[config.mk]
export PLATFORM = sky130hd
export DESIGN_NAME = mem_arbiter_flat
export DESIGN_NICKNAME = d
export VERILOG_FILES = /design/src/rtl/mem_arb_pkg.sv /design/src/rtl/mem_arbiter_if.sv /design/src/rtl/mem_arbiter_arb_pick.sv /design/src/rtl/mem_arbiter.sv /design/src/flat_wrapper.sv
export SDC_FILE = /design/constraint.sdc
export NUM_CORES = 1
export LEC_CHECK = 0
export ABC_AREA = 1
export BUFFER_PORTS_ARGS = -buffer_cell sky130_fd_sc_hd__buf_2
export CELL_PAD_IN_SITES_DETAIL_PLACEMENT = 1
export CELL_PAD_IN_SITES_GLOBAL_PLACEMENT = 2
export CORE_ASPECT_RATIO = 1.1
export CORE_MARGIN = 3
export CORE_UTILIZATION = 17
export CTS_CLUSTER_SIZE = 12
export DETAILED_ROUTE_END_ITERATION = 16
export GPL_ROUTABILITY_DRIVEN = 0
export PLACE_DENSITY_LB_ADDON = 0.1
export SLEW_MARGIN = 10
export SYNTH_ARGS = -nofsm -noshare
export SYNTH_HDL_FRONTEND = slang
export SYNTH_SLANG_ARGS = --single-unit
export TNS_END_PERCENT = 50
[constraint.sdc]
create_clock -name clk -period 1.2 [get_ports clk]
set_input_delay 0.24 -clock clk [delete_from_list [all_inputs] [get_ports clk]]
set_output_delay 0.24 -clock clk [all_outputs]
set_load 0.01 [all_outputs]
[src/rtl/mem_arb_pkg.sv]
// ----------------------------------------------------------------------------
// mem_arb_pkg
// Shared types for the unified-memory arbiter of the multicycle MIPS core.
//   state_t  : arbiter FSM states (idle arbitration / memory access)
//   owner_t  : which requester owns the memory (CPU datapath or debug port)
//   cnt_w()  : width of the wait-state counter for a given latency
// ----------------------------------------------------------------------------
package mem_arb_pkg;

    typedef enum logic {
        ST_IDLE   = 1'b0,
        ST_ACCESS = 1'b1
    } state_t;

    // The encoding doubles as the port index of the per-port output vectors.
    typedef enum logic {
        OWN_CPU = 1'b0,
        OWN_DBG = 1'b1
    } owner_t;

    localparam int N_PORTS = 2;

    // Counter must hold WAIT_CYCLES-1; one extra value keeps WAIT_CYCLES=1
    // at a legal width of one bit.
    function automatic int cnt_w(input int wait_cycles);
        return $clog2(wait_cycles + 1);
    endfunction

endpackage

[src/rtl/mem_arbiter_if.sv]
// ----------------------------------------------------------------------------
// mem_arbiter_if
// Bundle of the CPU port, the debug/loader port and the memory side of the
// arbiter.
//   modport slave  : the arbiter (consumes requests and mem_rd, drives the
//                    strobes, read data and the memory command)
//   modport master : requesters plus memory model (the opposite direction)
// Parameters: AW address width (byte address), DW data width.
// ----------------------------------------------------------------------------
interface mem_arbiter_if #(
    parameter int AW = 32,
    parameter int DW = 32
) ();
    // CPU datapath port
    logic          cpu_req;
    logic          cpu_we;
    logic [AW-1:0] cpu_addr;
    logic [DW-1:0] cpu_wd;
    logic [DW-1:0] cpu_rd;
    logic          cpu_ready;
    // Debug / loader port
    logic          dbg_req;
    logic          dbg_we;
    logic [AW-1:0] dbg_addr;
    logic [DW-1:0] dbg_wd;
    logic [DW-1:0] dbg_rd;
    logic          dbg_ack;
    // Memory side
    logic          mem_en;
    logic          mem_we;
    logic [AW-1:0] mem_addr;
    logic [DW-1:0] mem_wd;
    logic [DW-1:0] mem_rd;

    modport slave (
        input  cpu_req, cpu_we, cpu_addr, cpu_wd,
        output cpu_rd, cpu_ready,
        input  dbg_req, dbg_we, dbg_addr, dbg_wd,
        output dbg_rd, dbg_ack,
        output mem_en, mem_we, mem_addr, mem_wd,
        input  mem_rd
    );

    modport master (
        output cpu_req, cpu_we, cpu_addr, cpu_wd,
        input  cpu_rd, cpu_ready,
        output dbg_req, dbg_we, dbg_addr, dbg_wd,
        input  dbg_rd, dbg_ack,
        input  mem_en, mem_we, mem_addr, mem_wd,
        output mem_rd
    );
endinterface

[src/rtl/mem_arbiter_arb_pick.sv]
// ----------------------------------------------------------------------------
// arb_pick
// Combinational winner selection between the CPU and debug requests.
// Build option: MEM_ARB_DBG_PRIO_EN
//   defined   : fixed priority, the debug port wins a tie; i_last is ignored
//   undefined : round-robin, a tie goes to the port that did not win last
// Ports:
//   i_cpu_req, i_dbg_req : raw requests
//   i_last               : previous winner
//   o_grant              : at least one request present
//   o_winner             : selected port (meaningful only with o_grant)
// ----------------------------------------------------------------------------
module arb_pick
    import mem_arb_pkg::*;
(
    input  logic   i_cpu_req,
    input  logic   i_dbg_req,
    input  owner_t i_last,
    output logic   o_grant,
    output owner_t o_winner
);

    assign o_grant = i_cpu_req | i_dbg_req;

`ifdef MEM_ARB_DBG_PRIO_EN
    // History is still tracked by the top level but plays no part here.
    logic w_unused_last;
    assign w_unused_last = i_last;

    always_comb begin
        o_winner = i_dbg_req ? OWN_DBG : OWN_CPU;
    end
`else
    always_comb begin
        o_winner = OWN_CPU;
        if (i_cpu_req && i_dbg_req) begin
            o_winner = (i_last == OWN_CPU) ? OWN_DBG : OWN_CPU;
        end else if (i_dbg_req) begin
            o_winner = OWN_DBG;
        end
    end
`endif

endmodule

[src/rtl/mem_arbiter.sv]
// ----------------------------------------------------------------------------
// mem_arbiter
// Serialises CPU and debug accesses onto the single unified memory, holds the
// memory command for WAIT_CYCLES cycles and returns a one-cycle completion
// strobe (cpu_ready / dbg_ack) to the port that owned the access.
// Build option MEM_ARB_DBG_PRIO_EN selects fixed debug priority (see arb_pick).
// Parameters: AW, DW widths; WAIT_CYCLES memory latency, legal 1..15.
// Ports:
//   clk   : clock, all state on the rising edge
//   reset : asynchronous active-low reset
//   bus   : mem_arbiter_if.slave (both requester ports and the memory side)
// ----------------------------------------------------------------------------
module mem_arbiter
    import mem_arb_pkg::*;
#(
    parameter int AW          = 32,
    parameter int DW          = 32,
    parameter int WAIT_CYCLES = 1
) (
    input  logic          clk,
    input  logic          reset,
    mem_arbiter_if.slave  bus
);

    localparam int               CNT_W    = cnt_w(WAIT_CYCLES);
    localparam logic [CNT_W-1:0] CNT_LOAD = CNT_W'(WAIT_CYCLES - 1);

    state_t          r_state;
    state_t          w_state_next;
    owner_t          r_owner;
    owner_t          r_last;
    owner_t          w_winner;
    logic            w_grant;
    logic            w_done;
    logic            w_active;
    logic [CNT_W-1:0] r_cnt;
    logic            r_we;
    logic [AW-1:0]   r_addr;
    logic [DW-1:0]   r_wd;

    logic [N_PORTS-1:0] w_strobe;
    logic [DW-1:0]      w_rd [N_PORTS];

    arb_pick u_pick (
        .i_cpu_req (bus.cpu_req),
        .i_dbg_req (bus.dbg_req),
        .i_last    (r_last),
        .o_grant   (w_grant),
        .o_winner  (w_winner)
    );

    // ---------------- FSM ----------------
    always_ff @(posedge clk or negedge reset) begin
        if (!reset) begin
            r_state <= ST_IDLE;
        end else begin
            r_state <= w_state_next;
        end
    end

    always_comb begin
        w_state_next = r_state;
        w_done       = 1'b0;
        case (r_state)
            ST_IDLE: begin
                if (w_grant) begin
                    w_state_next = ST_ACCESS;
                end
            end
            ST_ACCESS: begin
                // Final wait cycle: strobe the owner and release the memory.
                if (r_cnt == '0) begin
                    w_done       = 1'b1;
                    w_state_next = ST_IDLE;
                end
            end
            default: w_state_next = ST_IDLE;
        endcase
    end

    // ------------- command latch, owner, counter -------------
    always_ff @(posedge clk or negedge reset) begin
        if (!reset) begin
            r_owner <= OWN_CPU;
            r_last  <= OWN_DBG;
            r_cnt   <= '0;
            r_we    <= 1'b0;
            r_addr  <= '0;
            r_wd    <= '0;
        end else if (r_state == ST_IDLE && w_grant) begin
            // Command is captured once; later changes on the ports are ignored.
            r_owner <= w_winner;
            r_cnt   <= CNT_LOAD;
            if (w_winner == OWN_DBG) begin
                r_we   <= bus.dbg_we;
                r_addr <= bus.dbg_addr;
                r_wd   <= bus.dbg_wd;
            end else begin
                r_we   <= bus.cpu_we;
                r_addr <= bus.cpu_addr;
                r_wd   <= bus.cpu_wd;
            end
        end else if (r_state == ST_ACCESS) begin
            if (w_done) begin
                r_last <= r_owner;
            end else begin
                r_cnt <= r_cnt - 1'b1;
            end
        end
    end

    // ---------------- outputs ----------------
    // Memory enables decode straight from state so an asynchronous reset
    // removes them in the same cycle.
    assign w_active     = (r_state == ST_ACCESS);
    assign bus.mem_en   = w_active;
    assign bus.mem_we   = w_active & r_we;
    assign bus.mem_addr = r_addr;
    assign bus.mem_wd   = r_wd;

    generate
        for (genvar gi = 0; gi < N_PORTS; gi++) begin : g_port
            assign w_strobe[gi] = w_done && (r_owner == owner_t'(1'(gi)));
            assign w_rd[gi]     = (w_active && (r_owner == owner_t'(1'(gi))))
                                  ? bus.mem_rd : '0;
        end
    endgenerate

    assign bus.cpu_ready = w_strobe[OWN_CPU];
    assign bus.dbg_ack   = w_strobe[OWN_DBG];
    assign bus.cpu_rd    = w_rd[OWN_CPU];
    assign bus.dbg_rd    = w_rd[OWN_DBG];

endmodule

[src/flat_wrapper.sv]
// flat-port wrapper written by rule: the top's interface ports become plain ports
module mem_arbiter_flat import mem_arb_pkg::*;
#(
    parameter int AW          = 32,
    parameter int DW          = 32,
    parameter int WAIT_CYCLES = 1
)
  (clk, reset, bus_cpu_req, bus_cpu_we, bus_cpu_addr, bus_cpu_wd, bus_cpu_rd, bus_cpu_ready, bus_dbg_req, bus_dbg_we, bus_dbg_addr, bus_dbg_wd, bus_dbg_rd, bus_dbg_ack, bus_mem_en, bus_mem_we, bus_mem_addr, bus_mem_wd, bus_mem_rd);
  mem_arbiter_if #(.AW(AW), .DW(DW)) bus_i ();
  input  logic clk;
  input  logic reset;
  input wire logic [$bits(bus_i.cpu_req)-1:0] bus_cpu_req;
  input wire logic [$bits(bus_i.cpu_we)-1:0] bus_cpu_we;
  input wire logic [$bits(bus_i.cpu_addr)-1:0] bus_cpu_addr;
  input wire logic [$bits(bus_i.cpu_wd)-1:0] bus_cpu_wd;
  output wire logic [$bits(bus_i.cpu_rd)-1:0] bus_cpu_rd;
  output wire logic [$bits(bus_i.cpu_ready)-1:0] bus_cpu_ready;
  input wire logic [$bits(bus_i.dbg_req)-1:0] bus_dbg_req;
  input wire logic [$bits(bus_i.dbg_we)-1:0] bus_dbg_we;
  input wire logic [$bits(bus_i.dbg_addr)-1:0] bus_dbg_addr;
  input wire logic [$bits(bus_i.dbg_wd)-1:0] bus_dbg_wd;
  output wire logic [$bits(bus_i.dbg_rd)-1:0] bus_dbg_rd;
  output wire logic [$bits(bus_i.dbg_ack)-1:0] bus_dbg_ack;
  output wire logic [$bits(bus_i.mem_en)-1:0] bus_mem_en;
  output wire logic [$bits(bus_i.mem_we)-1:0] bus_mem_we;
  output wire logic [$bits(bus_i.mem_addr)-1:0] bus_mem_addr;
  output wire logic [$bits(bus_i.mem_wd)-1:0] bus_mem_wd;
  input wire logic [$bits(bus_i.mem_rd)-1:0] bus_mem_rd;
  assign bus_i.cpu_req = bus_cpu_req;
  assign bus_i.cpu_we = bus_cpu_we;
  assign bus_i.cpu_addr = bus_cpu_addr;
  assign bus_i.cpu_wd = bus_cpu_wd;
  assign bus_cpu_rd = bus_i.cpu_rd;
  assign bus_cpu_ready = bus_i.cpu_ready;
  assign bus_i.dbg_req = bus_dbg_req;
  assign bus_i.dbg_we = bus_dbg_we;
  assign bus_i.dbg_addr = bus_dbg_addr;
  assign bus_i.dbg_wd = bus_dbg_wd;
  assign bus_dbg_rd = bus_i.dbg_rd;
  assign bus_dbg_ack = bus_i.dbg_ack;
  assign bus_mem_en = bus_i.mem_en;
  assign bus_mem_we = bus_i.mem_we;
  assign bus_mem_addr = bus_i.mem_addr;
  assign bus_mem_wd = bus_i.mem_wd;
  assign bus_i.mem_rd = bus_mem_rd;
  mem_arbiter #(.AW(AW), .DW(DW), .WAIT_CYCLES(WAIT_CYCLES)) u_core (.clk(clk), .reset(reset), .bus(bus_i));
endmodule
==> impl_metrics.env, run 1 <==
export IMPL_slowest_stage="dfrtp_1"
export IMPL_synth_xor_area_share_pct=0
export IMPL_drt_wirelength_per_cell_um=15.3
export IMPL_drive_gt1_share_pct=39.7
export IMPL_start_kind="flop"
export IMPL_synth_area_sq_um=4240
export IMPL_synth_simple_area_share_pct=39.6
export IMPL_power_mw=16.3
export IMPL_drv_cap=0
export IMPL_grt_overflow_total=0
export IMPL_first_pass_iters=5
export IMPL_use_met3_pct=4.40
export IMPL_initialDrtViolationCount=105
export IMPL_htreeDepth=3
export IMPL_fp_dieW_um=157
export IMPL_vdd_drop_max_v=0.000537
export IMPL_io_buffer_count=297
export IMPL_dp_cells=1277
export IMPL_dp_hpwl_um=15300
export IMPL_hold_violations=0
export IMPL_hold_slack_ps=189
export IMPL_wirelength_um=20000
export IMPL_antenna_found_initial=3
export IMPL_syn_to_final_growth_pct=70.5
export IMPL_via_per_inst=3.94
export IMPL_power_density_nw_per_um2=2260
export IMPL_layout_setup_ws_ps=-480
export IMPL_avgSynthCellArea_sq_um=6.22
export IMPL_swShare_pct=42.1
export IMPL_grt_pass1_vias=5285
export IMPL_synth_top_area_share_pct=40.1
export IMPL_row_count=60
export IMPL_crit_path_end_kind="output pin"
export IMPL_worst_pin_slew_ps=388
export IMPL_p_leak_nw=4.46
export IMPL_power_frac_comb_pct=55.0
export IMPL_yosys_area_top_type="dfrtp_1"
export IMPL_violations="setup timing"
export IMPL_netlist_instances=682
export IMPL_cpMostUsedCell="buf_4"
export IMPL_seqPwrFrac_pct=25.4
export IMPL_met2_usage_pct=25.3
export IMPL_synthTopCellsByArea="dfrtp_1 40%, nand2_1 18%, nand3_1 15%, inv_1 15%, nor2_1 6.4%"
export IMPL_ys_warn_count=0
export IMPL_ys_ff_latch=69
export IMPL_core_area_sq_um=24500
export IMPL_final_max_slew_viol_count=0
export IMPL_cpPeakStageDelay_ps=400
export IMPL_top_usage_layer="met2"
export IMPL_cp_data_arrival_time_ps=1440
export IMPL_synthAdderAreaFrac_pct=0
export IMPL_antennaDiodeCount=0
export IMPL_synth_cell_types=13
export IMPL_synth_top_family_by_area="simple AND/OR/NAND/NOR gates"
export IMPL_crit_type="reg -> out"
export IMPL_fin_crit_ps=1680
export IMPL_vias=5123
export IMPL_cts_tree="yes"
export IMPL_relSlewSlack_pct=74.1
export IMPL_nFillCells=3147
export IMPL_path_cells="or2_4 > buf_4 > nor2_4 > buf_4"
export IMPL_synth_seq_area_share_pct=40.7
export IMPL_cts_buffer_depth=2
export IMPL_path_clk_slew_ps=70
export IMPL_holdCritPathClass="in -> reg"
export IMPL_grt_setup_unrepaired="yes"
export IMPL_utilization_pct=29.6
export IMPL_path_max_fanout=5
export IMPL_grt_pass1_wl_um=30200
export IMPL_status="finished, violations left"
export IMPL_clkPwrFrac_pct=19.6
export IMPL_layout_nets=1152
export IMPL_finalClockSkew_ps=10.5
export IMPL_fin_crit_sh_pct=140
export IMPL_fmax_mhz=595
export IMPL_p_sw_mw=6.87
export IMPL_num_io_pins=298
export IMPL_finalSetupViolations=133
export IMPL_die_area_sq_um=26900
export IMPL_drcViolationCount=0
export IMPL_synthesis_nets=848
export IMPL_track_usage_pct=14.6
export IMPL_die_y_um=172
export IMPL_grt_use_met1_pct=17.5
export IMPL_muxShareOfSynthArea_pct=0
export IMPL_numCtsBuffers=9
export IMPL_worst_endpoint_required_ps=960
export IMPL_synth_compound_area_share_pct=0.354
export IMPL_grt_max_degree=44
export IMPL_clock_latency_ps=350
export IMPL_root_buffer="clkbuf_16"
export IMPL_fin_cells=1301
export IMPL_ant_nets=0
export IMPL_start_util_pct=17.3
export IMPL_clock_sinks=69
export IMPL_internal_power_mw=9.43
[synthesized netlist by cell type (all sizes together)]
master,count
nand3,130
clkbuf,9
dfstp,1
inv,165
a21oi,1
buf,33
nor2,72
o21ai,2
nand2,200
or2,1
dfrtp,68
[critical path, delay by kind of cell (launching register included)]
kind	cells	cell delay (ps)
and+or+nand+nor	2	390
DFF	1	400
buffers and inverters	2	300
[power groups by stage]
stage / clock (mW) / combinational (mW) / sequential (mW)
4_1_cts: 3.30 / 9.09 / 4.18
2_1_floorplan: 0 / 3.95 / 4.66
5_1_grt: 3.42 / 9.99 / 4.31
3_5_place_dp: 0 / 8.24 / 4.19
3_3_place_gp: 0 / 8.19 / 4.18
6_report: 3.19 / 8.97 / 4.15
[registers in the layout, summed over array words and instances (netlist names)]
| name | count |
|---|---|
| u_core.r_we | 1 |
| u_core.r_owner | 1 |
| u_core.bus.mem_en | 1 |
| u_core.r_last | 1 |
| u_core.bus.mem_addr | 32 |
| u_core.bus.mem_wd | 32 |
| u_core.r_cnt | 1 |
[per-layer routing]
| layer | wire [um] | part of all wire (%) |
|---|---|---|
| met5 | 54 | 0.27 |
| met4 | 286 | 1.4 |
| met3 | 1390 | 7.0 |
| met2 | 10000 | 50 |
| met1 | 8220 | 41 |
[path summary, 6_finish.rpt]
path | from | endpoint | slack, ps | depth (start not counted)
max reg2reg | u_core.bus.mem_en$_DFF_PN0_ | u_core.bus.mem_addr[18]$_DFFE_PN0P_ | -150 | 6
max in group asynchronous | reset | u_core.r_last$_DFFE_PN1P_ | 380 | 3
max | u_core.r_owner$_DFFE_PN0P_ | bus_cpu_rd[24] | -480 | 4
min reg2reg | u_core.bus.mem_addr[3]$_DFFE_PN0P_ | u_core.bus.mem_addr[3]$_DFFE_PN0P_ | 470 | 2
min in group asynchronous | reset | u_core.bus.mem_wd[16]$_DFFE_PN0P_ | 410 | 3
min | bus_cpu_wd[14] | u_core.bus.mem_wd[14]$_DFFE_PN0P_ | 190 | 5
[area by class of cell]
type / instances / area, sq um / share of cell area (%)
Tap cell: 310 / 388 / 5.36
Sequential cell: 69 / 1730 / 23.9
Multi-Input combinational cell: 407 / 1990 / 27.5
Inverter: 165 / 619 / 8.56
Clock inverter: 7 / 120 / 1.66
Clock buffer: 9 / 225 / 3.11
Timing Repair Buffer: 334 / 2160 / 29.9
[cell families (layout without fill, tap and decap cells)]
kind of cell | Yosys count | after routing
flops | 69 | 69
compound gates | 3 | 3
buf+inv | 207 | 515
simple gates | 403 | 404
[through the flow]
step | instance area, sq um | TNS, ps | setup WS (ps)
after floorplan | 4540 | -5170 | -117
after global placement | 6520 | -11560 | -154
after detailed placement | 6520 | -12300 | -163
after CTS | 7170 | -37810 | -496
after global routing | 7230 | -43990 | -536
final | 7230 | -34060 | -480
[placed cells by master (no fill, tap or decap), types with 2 or more instances in the layout]
cell         n
buf_2      263
nand2_1    197
inv_1      164
nand3_1    130
dfrtp_1     67
nor2_1      37
buf_6       36
nor2_4      33
buf_4       20
buf_12      12
clkbuf_16    9
bufinv_16    3
or2_4        2
nand2_4      2
nor2_2       2
inv_6        2
[what timing repair did]
action | 4_1_cts | 5_1_grt
gates resized for setup | 51 | 10
gates cloned | 3 | 0
setup buffers | 2 | 2
hold buffers | 1 | 0
pin swaps | 5 | 4
setup endpoints to repair | 134 | 134
endpoints found under the hold margin | 68 | 0
(Power assumes the default switching activity.)
==> run 2, diff against run 1 <==
--- a/config.mk
+++ b/config.mk
@@ -9,7 +9,6 @@
 export BUFFER_PORTS_ARGS = -buffer_cell sky130_fd_sc_hd__buf_2
 export CELL_PAD_IN_SITES_DETAIL_PLACEMENT = 1
 export CELL_PAD_IN_SITES_GLOBAL_PLACEMENT = 2
-export CORE_ASPECT_RATIO = 1.1
 export CORE_MARGIN = 3
 export CORE_UTILIZATION = 17
 export CTS_CLUSTER_SIZE = 12
==> impl_metrics.env, run 2 (synthesized netlist as in run 1, its figures left out) <==
export IMPL_via_per_inst=3.91
export IMPL_hold_path_end="u_core.bus.mem_wd[16]$_DFFE_PN0P_"
export IMPL_dp_hpwl_um=15100
export IMPL_crit_path_end_kind="output pin"
export IMPL_dpl_cell_area_sq_um=6650
export IMPL_clock_latency_ps=340
export IMPL_htreeDepth=3
export IMPL_violations="setup timing"
export IMPL_grt_pass1_wl_um=29700
export IMPL_fin_cells=1320
export IMPL_wirelength_um=19800
export IMPL_start_util_pct=17.4
export IMPL_path_max_fanout=11
export IMPL_fin_crit_sh_pct=137
export IMPL_p_leak_nw=4.50
export IMPL_regToRegEndpoint="u_core.bus.mem_addr[2]$_DFFE_PN0P_"
export IMPL_path_clk_slew_ps=60
export IMPL_reg2reg_slack_ps=-60
export IMPL_drcViolationCount=0
export IMPL_row_count=57
export IMPL_power_mw=16.0
export IMPL_cp_data_arrival_time_ps=1400
export IMPL_track_usage_pct=14.3
export IMPL_finalClockSkew_ps=7.78
export IMPL_hold_violations=0
export IMPL_design_area_sq_um=7350
export IMPL_r2r_cells=5
export IMPL_grt_overflow_total=0
export IMPL_cts_buffer_depth=2
export IMPL_drive_gt1_share_pct=41.0
export IMPL_drt_wirelength_per_cell_um=15.0
export IMPL_start_kind="flop"
export IMPL_vias=5164
export IMPL_layout_setup_ws_ps=-445
export IMPL_power_density_nw_per_um2=2180
export IMPL_layout_nets=1156
export IMPL_initialDrtViolationCount=172
export IMPL_numCtsBuffers=9
export IMPL_min_delay_start="bus_cpu_wd[16]"
export IMPL_reg2reg_from="u_core.bus.mem_en$_DFF_PN0_"
export IMPL_grt_pass1_vias=5164
export IMPL_fp_dieW_um=164
export IMPL_die_area_sq_um=26900
export IMPL_hold_slack_ps=196
export IMPL_crit_type="reg -> out"
export IMPL_root_buffer="clkbuf_16"
export IMPL_mostFrequentLayoutCells="270 x buf_2, 191 x nand2_1, 164 x inv_1"
export IMPL_ant_nets=0
export IMPL_first_pass_iters=4
export IMPL_drv_cap=0
export IMPL_grt_max_degree=36
export IMPL_num_io_pins=298
export IMPL_clock_sinks=69
export IMPL_status="finished, violations left"
export IMPL_worst_pin_slew_ps=259
export IMPL_die_y_um=164
export IMPL_io_buffer_count=297
export IMPL_final_max_slew_viol_count=0
export IMPL_utilization_pct=30.1
export IMPL_cts_tree="yes"
export IMPL_syn_to_final_growth_pct=73.2
export IMPL_grt_setup_unrepaired="yes"
export IMPL_core_area_sq_um=24400
export IMPL_fmax_mhz=608
export IMPL_finalSetupViolations=124
export IMPL_holdCritPathClass="in -> reg"
export IMPL_hold_depth=5
export IMPL_relSlewSlack_pct=82.7
export IMPL_dp_cells=1297
export IMPL_fin_crit_ps=1640
export IMPL_antenna_found_initial=3
export IMPL_final_common_cell="buf_2"
export IMPL_nFillCells=3097
export IMPL_vdd_drop_max_v=0.000865
export IMPL_worst_endpoint_required_ps=960
run 2: cell count changes in the layout (fill, tap and decap cells not counted), moves of 3 or more:
cell	change
buf_12	+3
buf_2	+7
buf_4	-3
buf_6	-5
nand2_1	-6
nand2_2	+5
nand3_1	-4
nand3_2	+4
run 2: stage by stage:
step / setup TNS (ps) / setup WS, ps
after floorplan: -5170 / -117
after global placement: -10970 / -135
after detailed placement: -12590 / -134
after CTS: -31480 / -480
after global routing: -38230 / -512
final: -29290 / -445
run 2: power breakdown:
group | internal, mW | switching, mW
sequential | 3.51 | 0.604
clock | 1.72 | 1.09
combinational | 3.93 | 5.16
total | 9.17 | 6.85
run 2: worst max path at each step:
stage	start	endpoint	slack, ps	cells past startpoint
floorplan	u_core.bus.mem_en$_DFF_PN0_	bus_cpu_rd[10]	-120	5
global placement	u_core.r_last$_DFFE_PN1P_	u_core.bus.mem_addr[2]$_DFFE_PN0P_	-140	6
detailed placement	u_core.r_last$_DFFE_PN1P_	u_core.bus.mem_addr[4]$_DFFE_PN0P_	-130	6
CTS	u_core.r_owner$_DFFE_PN0P_	bus_cpu_rd[31]	-480	4
global route	u_core.r_owner$_DFFE_PN0P_	bus_cpu_rd[31]	-510	4
finish	u_core.r_owner$_DFFE_PN0P_	bus_cpu_rd[31]	-440	4
run 2: area by class of cell:
class	count	area, sq um	area share (%)
Tap cell	324	405	5.52
Antenna cell	1	2.50	0.0341
Timing Repair Buffer	339	2250	30.6
Inverter	165	619	8.43
Multi-Input combinational cell	406	2030	27.7
Clock buffer	11	253	3.44
Sequential cell	69	1730	23.5
Clock inverter	5	58.8	0.801
run 2: layer usage:
metal / GRT usage, % / part of all wire [%] / vias to the layer above
li1: - / - / 2611
met5: 0 / 0.076 / -
met4: 3.08 / 0.92 / 4
met3: 5.45 / 9.5 / 16
met1: 17.7 / 43 / 2354
met2: 23.6 / 46 / 179
run 2: critical path, cell delays in order (launching register included):
cell and delay, ps:
dfrtp_1 370, or2_4 310, buf_12 180, nor2_1 80
buf_2 130
run 2: what timing repair did:
action / 4_1_cts / 5_1_grt
resized for setup: 43 / 15
setup buffers: 1 / 1
hold buffers: 1 / 0
hold endpoints to repair: 68 / 0
gates cloned: 1 / 2
setup endpoints to repair: 134 / 133
pin swaps: 1 / 1
